**src/rtl/ram_sync_param.sv**
```systemverilog
// Parametrised single-port synchronous RAM with registered read, read-valid strobe and selectable read-during-write.
// Define RAM_SYNC_INIT_EN to add the post-reset zero-fill sequencer that clears every word after each reset.
module ram_sync_param #(
    parameter int DATA_W  = 8,
    parameter int ADDR_W  = 4,
    parameter int RD_MODE = 0
) (
    input  logic              clk,
    input  logic              rst,
    input  logic              en,
    input  logic              we,
    input  logic [ADDR_W-1:0] addr,
    input  logic [DATA_W-1:0] data_in,
    output logic [DATA_W-1:0] data_out,
    output logic              rd_valid,
    output logic              busy
);

    localparam int DEPTH = 1 << ADDR_W;

    typedef enum logic {
        INIT,
        RUN
    } state_t;

    logic [DATA_W-1:0] mem [DEPTH];

    state_t            state_reg;
    logic [ADDR_W-1:0] fill_reg;
    logic              access;
    logic              wr_en;
    logic [ADDR_W-1:0] wr_addr;
    logic [DATA_W-1:0] wr_data;

`ifdef RAM_SYNC_INIT_EN
    state_t            state_next;
    logic [ADDR_W-1:0] fill_next;

    always_ff @(posedge clk or posedge rst) begin
        if (rst) begin
            state_reg <= INIT;
            fill_reg  <= '0;
        end else begin
            state_reg <= state_next;
            fill_reg  <= fill_next;
        end
    end

    always_comb begin
        state_next = state_reg;
        fill_next  = fill_reg;
        if (state_reg == INIT) begin
            fill_next = fill_reg + 1'b1;
            if (fill_reg == ADDR_W'(DEPTH - 1)) begin
                state_next = RUN;
            end
        end
    end

    // busy is taken straight from the state flop, so it is registered.
    assign busy = (state_reg == INIT);
`else
    assign state_reg = RUN;
    assign fill_reg  = '0;
    assign busy      = 1'b0;
`endif

    // The sweep borrows the single write port; user requests only get it in RUN.
    always_comb begin
        access  = (state_reg == RUN) && en;
        wr_en   = 1'b0;
        wr_addr = addr;
        wr_data = data_in;
        if (state_reg == INIT) begin
            wr_en   = !rst;
            wr_addr = fill_reg;
            wr_data = '0;
        end else begin
            wr_en = access && we && !rst;
        end
    end

    always_ff @(posedge clk) begin
        if (wr_en) begin
            mem[wr_addr] <= wr_data;
        end
    end

    always_ff @(posedge clk or posedge rst) begin
        if (rst) begin
            data_out <= '0;
            rd_valid <= 1'b0;
        end else begin
            rd_valid <= access;
            if (access) begin
                if (we && (RD_MODE == 1)) begin
                    data_out <= data_in;
                end else begin
                    data_out <= mem[addr];
                end
            end
        end
    end

endmodule

```
**config.mk**
```make
export PLATFORM = sky130hd
export DESIGN_NAME = ram_sync_param
export DESIGN_NICKNAME = d
export VERILOG_FILES = /design/src/rtl/ram_sync_param.sv
export SDC_FILE = /design/constraint.sdc
export NUM_CORES = 1
export LEC_CHECK = 0
export CORE_MARGIN = 2
export CORE_UTILIZATION = 40
export DETAILED_ROUTE_END_ITERATION = 8
export PLACE_DENSITY = 0.59
export SLEW_MARGIN = 0
export SYNTH_ARGS = -nofsm -noshare
export SYNTH_HDL_FRONTEND = slang
export SYNTH_SLANG_ARGS = --single-unit
```
**constraint.sdc**
```tcl
create_clock -name clk -period 3.8 [get_ports clk]
set_clock_uncertainty 0.15 [all_clocks]
set_input_delay 0.95 -clock clk [delete_from_list [all_inputs] [get_ports clk]]
set_output_delay 0.95 -clock clk [all_outputs]
set_load 0.02 [all_outputs]
```
After elaboration in Yosys (flattened, before gate mapping)
Memories as Yosys holds them, arrays and structs flattened. A register that Yosys moved wholly into a read port is not among the register bits. Index checks and enable logic that the tools add are counted.

Add/sub/neg operators: 0. Bitwise operators: 0. Div/mod/pow operators: 0. Mux-type cells: 2. $lt $le $gt $ge: 0. Equal/unequal tests: 0. Multiply operators: 0. Shifts and indexed selects: 0. Reduce and logical (&&, ||, !) cells: 3.

Operators by type and width (count): $logic_and 1x1->1 (2); $mux 1 (2); $logic_not 1->1 (1).

Input port bits: 16. Memory bits (writable): 128. Output and inout port bits: 10. Bits in registers: 1. Bits in latches: 0. Memories kept: 1. Bits in read-only memories: 0. Word-level logic and storage cells: 7.

Memories: mem (depth 16, width 8, read ports 1, clocked after memory_dff 1, write ports 1, RTL line 26) `logic [DATA_W-1:0] mem [DEPTH];`.

Logic depth before layout (Yosys ltp)
Gate-level depths: netlist of run 1.

Depth in word-level cells: 4. Depth in mapped cells: 7. Mapped depth without buffers: 4.

Worst setup path after synthesis of run 1
No wires, ideal clock.

Path kind: input to register. Start point: input port addr[0]. End point: memory mem[0][0], enable pin. Required time: 3.267 ns. Stages: 6. Setup slack: 1.006 ns. Library setup time: 0.383 ns. Buffers on the path: 3. Data arrival time: 2.261 ns. Path through: buf_6 -> buf_6 -> buf_6 -> nor2_1 -> nand2_1 -> nor3_1.

RTL lines: from (decl) (RTL line 12) `input logic [ADDR_W-1:0] addr,`; to (decl) (RTL line 26).

Straight into the memory's write port.

Worst setup path after layout of run 1
Start point: input port rst. End point: memory mem[3][3], enable pin.

Cells in the longest elaborated chain, start to end: 4.

RTL lines: from (decl) (RTL line 9) `input logic rst,`; $logic_not 1->1 (no line); $logic_and 1x1->1 (RTL line 79) `wr_en = access && we && !rst;`; $mux 1 (RTL line 84) `if (wr_en) begin`; $mux 1 (implied by the code) (RTL line 85) `mem[wr_addr] <= wr_data;`.

No other way between the ends.

==> out/qor.csv, run 1 <==
stage,metric,value,unit
status,status,"finished, final reports clean",
clock_tree,clkSlewWorstSetupHoldPaths,60,ps
grt,grt_overflow,0,
route,drc,0,
clock_tree,cts-buffers-inserted,17,
timing,max_slew_margin,49.8,%
die,die-width,120,µm
setup_path,start_kind,primary input,
die,coreArea,0.0131,mm²
pwr,p_per_area,529,mW/mm²
synth,synth_ff_type,edfxtp_1,
die,dieArea,0.0143,mm²
clock_tree,cts_setup_buffers,0,
grt,grt_max_degree,26,
pwr,ir_drop,0.288,mV
setup_path,r2r_slack,2200,ps
cells_and_area,multi_input_area,0.00116,mm²
place,place_area,0.00584,mm²
grt,grt_pass1_vias,2684,
route,drtPass1Iterations,5,
cells_and_area,fin_nets,351,
synth,synth_cells,286,
place,hpwlAfterDp,7010,µm
timing,finalCriticalPeriod,2600,ps
synth,ys_warn_count,0,
clock_tree,cts_tree,yes,
clock_tree,htree_levels,4,
place,routabilityCongestion,0.768,
setup_path,endpoint_kind,flop,
grt,antenna_found_initial,0,
pwr,power_leakage,2.17,nW
route,vias,2704,
clock_tree,cts_hold_buf,0,
timing,finalHoldViolations,0,
place,numPortBuffers,24,
synth,syn_area_per_cell,18.7,µm²
synth,async_reset_ff_share,6.57,%
synth,ys_seq_area_share,76.1,%
cells_and_area,seqCellArea,0.00407,mm²
route,drtAntennaViolNets,0,
setup_path,required,3770,ps
synth,synth_fp_nets,302,
clock_tree,clkSinkCount,137,
setup_path,cp.arrival,2560,ps
run,max_cap_violations,0,
clock_tree,cts_root_buf,clkbuf_16,
timing,max_slew.worst_pin.slew,750,ps
timing,drv_slew,0,
die,io_pins,26,
die,die_y,120,µm
timing,fmax,385,MHz
cells_and_area,fillCellCount,1114,
clock_tree,ctsResizeCount,0,
timing,post-route-period-util,68.3,%
clock_tree,clockBufferDepth,2,
grt,track_usage,16.6,%
synth,synth_cell_types,25,
timing,setup_slack,1200,ps
route,drt_iter0_markers,295,
synth,synth_enable_flop_cells,128,
cells_and_area,syn_to_final_growth,19.5,%
place,preCtsSetupSlack,764,ps
timing,whs,396,ps
route,viasPerCell,5.16,
synth,ys_ff_latch,137,
setup_path,critPathMaxFanout,10,
synth,netlist_area,0.00535,mm²
timing,tns,0,ps
setup_path,crit_type,in2reg,
cells_and_area,antenna_cells,0,
cells_and_area,drive_gt1_share,19.8,%
timing,finalSetupViolCount,0,
die,start_util,40.7,%
cells_and_area,final_cell_area,0.00639,mm²
route,wl_per_cell,20.6,µm
clock_tree,clkLatencyLatePin,410,ps
hold_path,hold_class,reg2reg,
grt,grt_pass1_wl,16600,µm
die,std_cell_rows,42,
route,wirelength,10800,µm
timing,rsz0062_at_grt,no,
[metal layers]
metal  vias to the layer above  track usage [%]  wire (µm)
met5                         -                0          0
met4                         0             7.79        191
met3                        11             3.56        417
met2                        59             24.4       5150
met1                      1385             23.8       5040
li1                       1249                -          -
[sequential cells by signal (all words and copies together), names as in the netlist]
register	flops
data_out	8
mem	128
rd_valid	1
[synthesized netlist by cell type (2+ instances only)]
cell	number	area share, %
nor2b_1	2	0.23
mux4_1	3	1.5
nand2b_1	6	0.70
nor3_1	4	0.37
edfxtp_1	128	72
mux4_2	13	5.5
o22ai_1	10	1.2
clkbuf_1	4	0.28
a22oi_1	8	1.1
o221a_2	3	0.63
mux2i_1	32	6.0
buf_4	3	0.42
a31oi_1	8	0.94
dfrtp_1	9	4.2
nand2_1	7	0.49
nand3_1	5	0.47
nand3b_1	3	0.42
nor2_1	27	1.9
buf_2	2	0.19
buf_6	4	0.84
[path summary, 6_finish.rpt]
check / start / endpoint / cells after the start
hold / removal: data_out[5] / data_out[5] / 2
max in group asynchronous: rst / data_out[1] / 2
setup / recovery: rst / mem[3][3] / 6
min in group asynchronous: rst / data_out[5] / 2
setup reg to reg: mem[8][1] / data_out[1] / 3
hold reg to reg: data_out[5] / data_out[5] / 2
[area by class of cell]
type	count	share of cell area, %
flip-flops and latches	137	63.7
clock inverters	15	2.00
multi-input cells	134	18.2
well taps	176	3.45
clock buffers	17	6.66
repair buffers	44	5.95
inverters	1	0.0588
[kinds of logic (layout without fill, tap and decap cells)]
group,Yosys count,in the layout,synth area share (%)
flip-flops,137,137,76.1
AND/OR/NAND/NOR,56,56,4.87
multiplexers,48,48,12.9
AO/OA/AOI/OAI,29,29,3.86
buffers and inverters,15,77,2.18
other,1,1,0.0701
[cells in the final DEF, fill, tap and decap left out, types with 5 or more instances in the layout]
master / Yosys / final
clkdlybuf4s50_1: 0 / 22
clkbuf_16: 0 / 17
nand2_1: 7 / 7
buf_4: 3 / 20
nor2_1: 27 / 27
a22oi_1: 8 / 8
mux2i_1: 32 / 32
o22ai_1: 10 / 10
nand3_1: 5 / 5
edfxtp_1: 128 / 128
mux4_2: 13 / 13
dfrtp_1: 9 / 9
a31oi_1: 8 / 8
nand2b_1: 6 / 6
[through the flow]
| step | utilization [%] | total power (W) | cells |
|---|---|---|---|
| CTS | 48.6 | 0.00341 | 524 |
| global placement | 44.4 | 0.00190 | 492 |
| finish | 48.6 | 0.00338 | 524 |
| global route | 48.6 | 0.00349 | 524 |
| floorplan | - | 0.00182 | 286 |
| detailed placement | 44.4 | 0.00190 | 492 |
[critical path: stages]
cell and delay (ps):
clkdlybuf4s50_1 400, inv_1 290, and3_1 290, nand3_1 200, nor3_1 220, buf_4 210
[power by group]
| part | internal (W) | switching, W | total, W |
|---|---|---|---|
| sequential | 0.00167 | 0.00000969 | 0.00168 |
| combinational | 0.0000785 | 0.000111 | 0.000189 |
| clock | 0.000896 | 0.000616 | 0.00151 |
Power figures use the tool's default switching activity.
==> run 2: changes to the inputs <==
==> constraint.sdc (replaced) <==
create_clock -name clk -period 2.6 [get_ports clk]
set_clock_uncertainty 0.15 [all_clocks]
set_input_delay 0.65 -clock clk [delete_from_list [all_inputs] [get_ports clk]]
set_output_delay 0.65 -clock clk [all_outputs]
set_load 0.02 [all_outputs]
==> out/qor.csv, run 2 (same netlist as run 1, synthesis figures left out) <==
stage,metric,value,unit,change
status,status,"finished, final reports clean",,unchanged
hold_path,hold_class,in2async,,was reg2reg
route,drtAntennaViolNets,0,,unchanged
place,preCtsSetupSlack,75.8,ps,was 764 ps
setup_path,cp.arrival,1420,ps,was 2560 ps
timing,post-route-period-util,85.6,%,
cells_and_area,mostFrequentLayoutCells,"128 x edfxtp_1, 32 x mux2i_1, 27 x nor2_1",,unchanged
timing,rsz0062_at_grt,no,,unchanged
setup_path,slowest_delay,630,ps,was 400 ps
setup_path,crit_buf_inv,1,,was 3
route,drtPass1Iterations,5,,unchanged
setup_path,crit_family,buffers and inverters,,unchanged
cells_and_area,syn_to_final_growth,21.8,%,was 19.5%
route,viasPerCell,5.15,,was 5.16
grt,grt_overflow,0,,unchanged
timing,fmax,450,MHz,
cells_and_area,fin_nets,358,,was 351
grt,grt_pass1_wl,17100,µm,was 16600 µm
die,coreArea,0.0131,mm²,unchanged
pwr,p_per_area,782,mW/mm²,was 529 mW/mm²
grt,track_usage,16.9,%,was 16.6%
setup_path,crit_type,reg2out,,was in2reg
grt,grt_max_degree,40,,was 26
cells_and_area,reg.largest.list,"mem (128), data_out (8), rd_valid (1)",,unchanged
route,vias,2733,,was 2704
setup_path,cp_slowest_cell,clkdlybuf4s50_1,,unchanged
cells_and_area,largest_register_ffs,128,,unchanged
grt,antenna_found_initial,0,,unchanged
place,hpwlAfterDp,7170,µm,was 7010 µm
timing,drv_slew,0,,unchanged
clock_tree,clkLatencyLatePin,410,ps,about the same
timing,finalSetupViolCount,0,,unchanged
clock_tree,cts_root_buf,clkbuf_16,,unchanged
die,start_util,40.7,%,unchanged
clock_tree,clockBufferDepth,2,,unchanged
setup_path,critPathMaxFanout,2,,was 10
cells_and_area,fin_cells,531,,was 524
place,place_area,0.00593,mm²,was 0.00584 mm²
route,drc,0,,unchanged
clock_tree,htree_levels,4,,unchanged
route,drt_iter0_markers,313,,was 295
pwr,ir_drop,0.465,mV,was 0.288 mV
setup_path,start_kind,flop,,was primary input
timing,max_slew_margin,53.6,%,was 49.8%
setup_path,r2r-start,mem[6][5],,was mem[8][1]
setup_path,cp_cell_sequence,clkdlybuf4s50_1,,"was clkdlybuf4s50_1, inv_1, and3_1, nand3_1, nor3_1, buf_4"
cells_and_area,registers.top_by_ff_count,mem,,unchanged
cells_and_area,layout_commonest_cell,edfxtp_1,,unchanged
clock_tree,cts_hold_buf,0,,unchanged
clock_tree,cts_tree,yes,,unchanged
timing,max_slew.worst_pin.slew,694,ps,was 750 ps
die,die-width,120,µm,unchanged
run,max_cap_violations,0,,unchanged
die,dieArea,0.0143,mm²,unchanged
setup_path,endpoint_kind,primary output,,was flop
pwr,power_leakage,2.24,nW,was 2.17 nW
timing,finalCriticalPeriod,2220,ps,
clock_tree,ctsResizeCount,0,,unchanged
setup_path,required,1800,ps,was 3770 ps
place,routabilityCongestion,0.754,,was 0.768
timing,finalHoldViolations,0,,unchanged
die,die_y,120,µm,unchanged
die,std_cell_rows,42,,unchanged
setup_path,reg2reg_depth,4,,was 3
setup_path,reg2reg_to,data_out[5],,was data_out[1]
clock_tree,clkSinkCount,137,,unchanged
timing,setup_slack,375,ps,was 1200 ps
grt,grt_pass1_vias,2911,,was 2684
cells_and_area,final_cell_area,0.00651,mm²,was 0.00639 mm²
place,dp_cells,499,,was 492
timing,tns,0,ps,unchanged
place,numPortBuffers,24,,unchanged
clock_tree,clkSlewWorstSetupHoldPaths,50,ps,was 60 ps
clock_tree,cts_setup_buffers,0,,unchanged
pwr,p_total,0.00510,W,was 0.00338 W
cells_and_area,drive_gt1_share,20.6,%,was 19.8%
die,io_pins,26,,unchanged
route,wirelength,11100,µm,was 10800 µm
clock_tree,cts-buffers-inserted,17,,unchanged
cells_and_area,antenna_cells,0,,unchanged
setup_path,r2r_slack,1030,ps,was 2200 ps
route,wl_per_cell,21.0,µm,was 20.6 µm
## run 2: cell count changes in the layout (fill, tap and decap cells not counted), sizes merged
cell / change
buf: +7
bufinv: +1
clkbuf: +8
clkinv: -4
clkinvlp: -3
inv: -2
## run 2: report_power, final
part	total (W)	internal (W)	switching (W)
logic	0.000294	0.000128	0.000166
clock network	0.00234	0.00151	0.000834
registers	0.00246	0.00244	0.0000133
## run 2: worst max path at each step
stage / from / end / slack [ps] / cells past startpoint
floorplan: addr[0] / mem[0][0] / 110 / 6
global placement: addr[1] / data_out[3] / 150 / 5
detailed placement: addr[1] / data_out[3] / 80 / 5
CTS: data_out[1] / data_out[1] / 340 / 1
global route: data_out[1] / data_out[1] / 330 / 1
finish: data_out[1] / data_out[1] / 380 / 1
## run 2: layout make-up
class                           count  area, µm²
Clock buffer                       25        495
Tap cell                          176        220
Sequential cell                   137       4070
Fill cell                        1107       6630
Timing Repair Buffer               51        470
Clock inverter                      7       91.3
Multi-Input combinational cell    134       1160
Inverter                            1       3.75
## run 2: worst min-delay path, cell delays in order
cell and delay [ps]:
clkdlybuf4s50_1 400, inv_1 60, buf_4 180
## run 2: routing by layer
metal  wire [µm]  vias to the layer above  GRT usage, %
li1            -                     1258             -
met1        5080                     1391          23.2
met2        5440                       72          26.8
met3         486                       12          3.80
met4         123                        0          5.81
met5           0                        -             0
## run 2: stage by stage
step	utilization, %	hold WS, ps
finish	49.6	387
CTS	49.6	377
detailed placement	45.1	380
global placement	45.1	377
floorplan	-	333
global route	49.6	402
==> run 3: changes to the inputs <==
--- a/config.mk
+++ b/config.mk
@@ -7,6 +7,7 @@
 export LEC_CHECK = 0
 export CORE_MARGIN = 2
 export CORE_UTILIZATION = 40
+export CTS_CLUSTER_SIZE = 20
 export DETAILED_ROUTE_END_ITERATION = 8
 export PLACE_DENSITY = 0.59
 export SLEW_MARGIN = 0
==> results of run 3 <==
Final layout, timing and power as in run 2 (identical DEF).
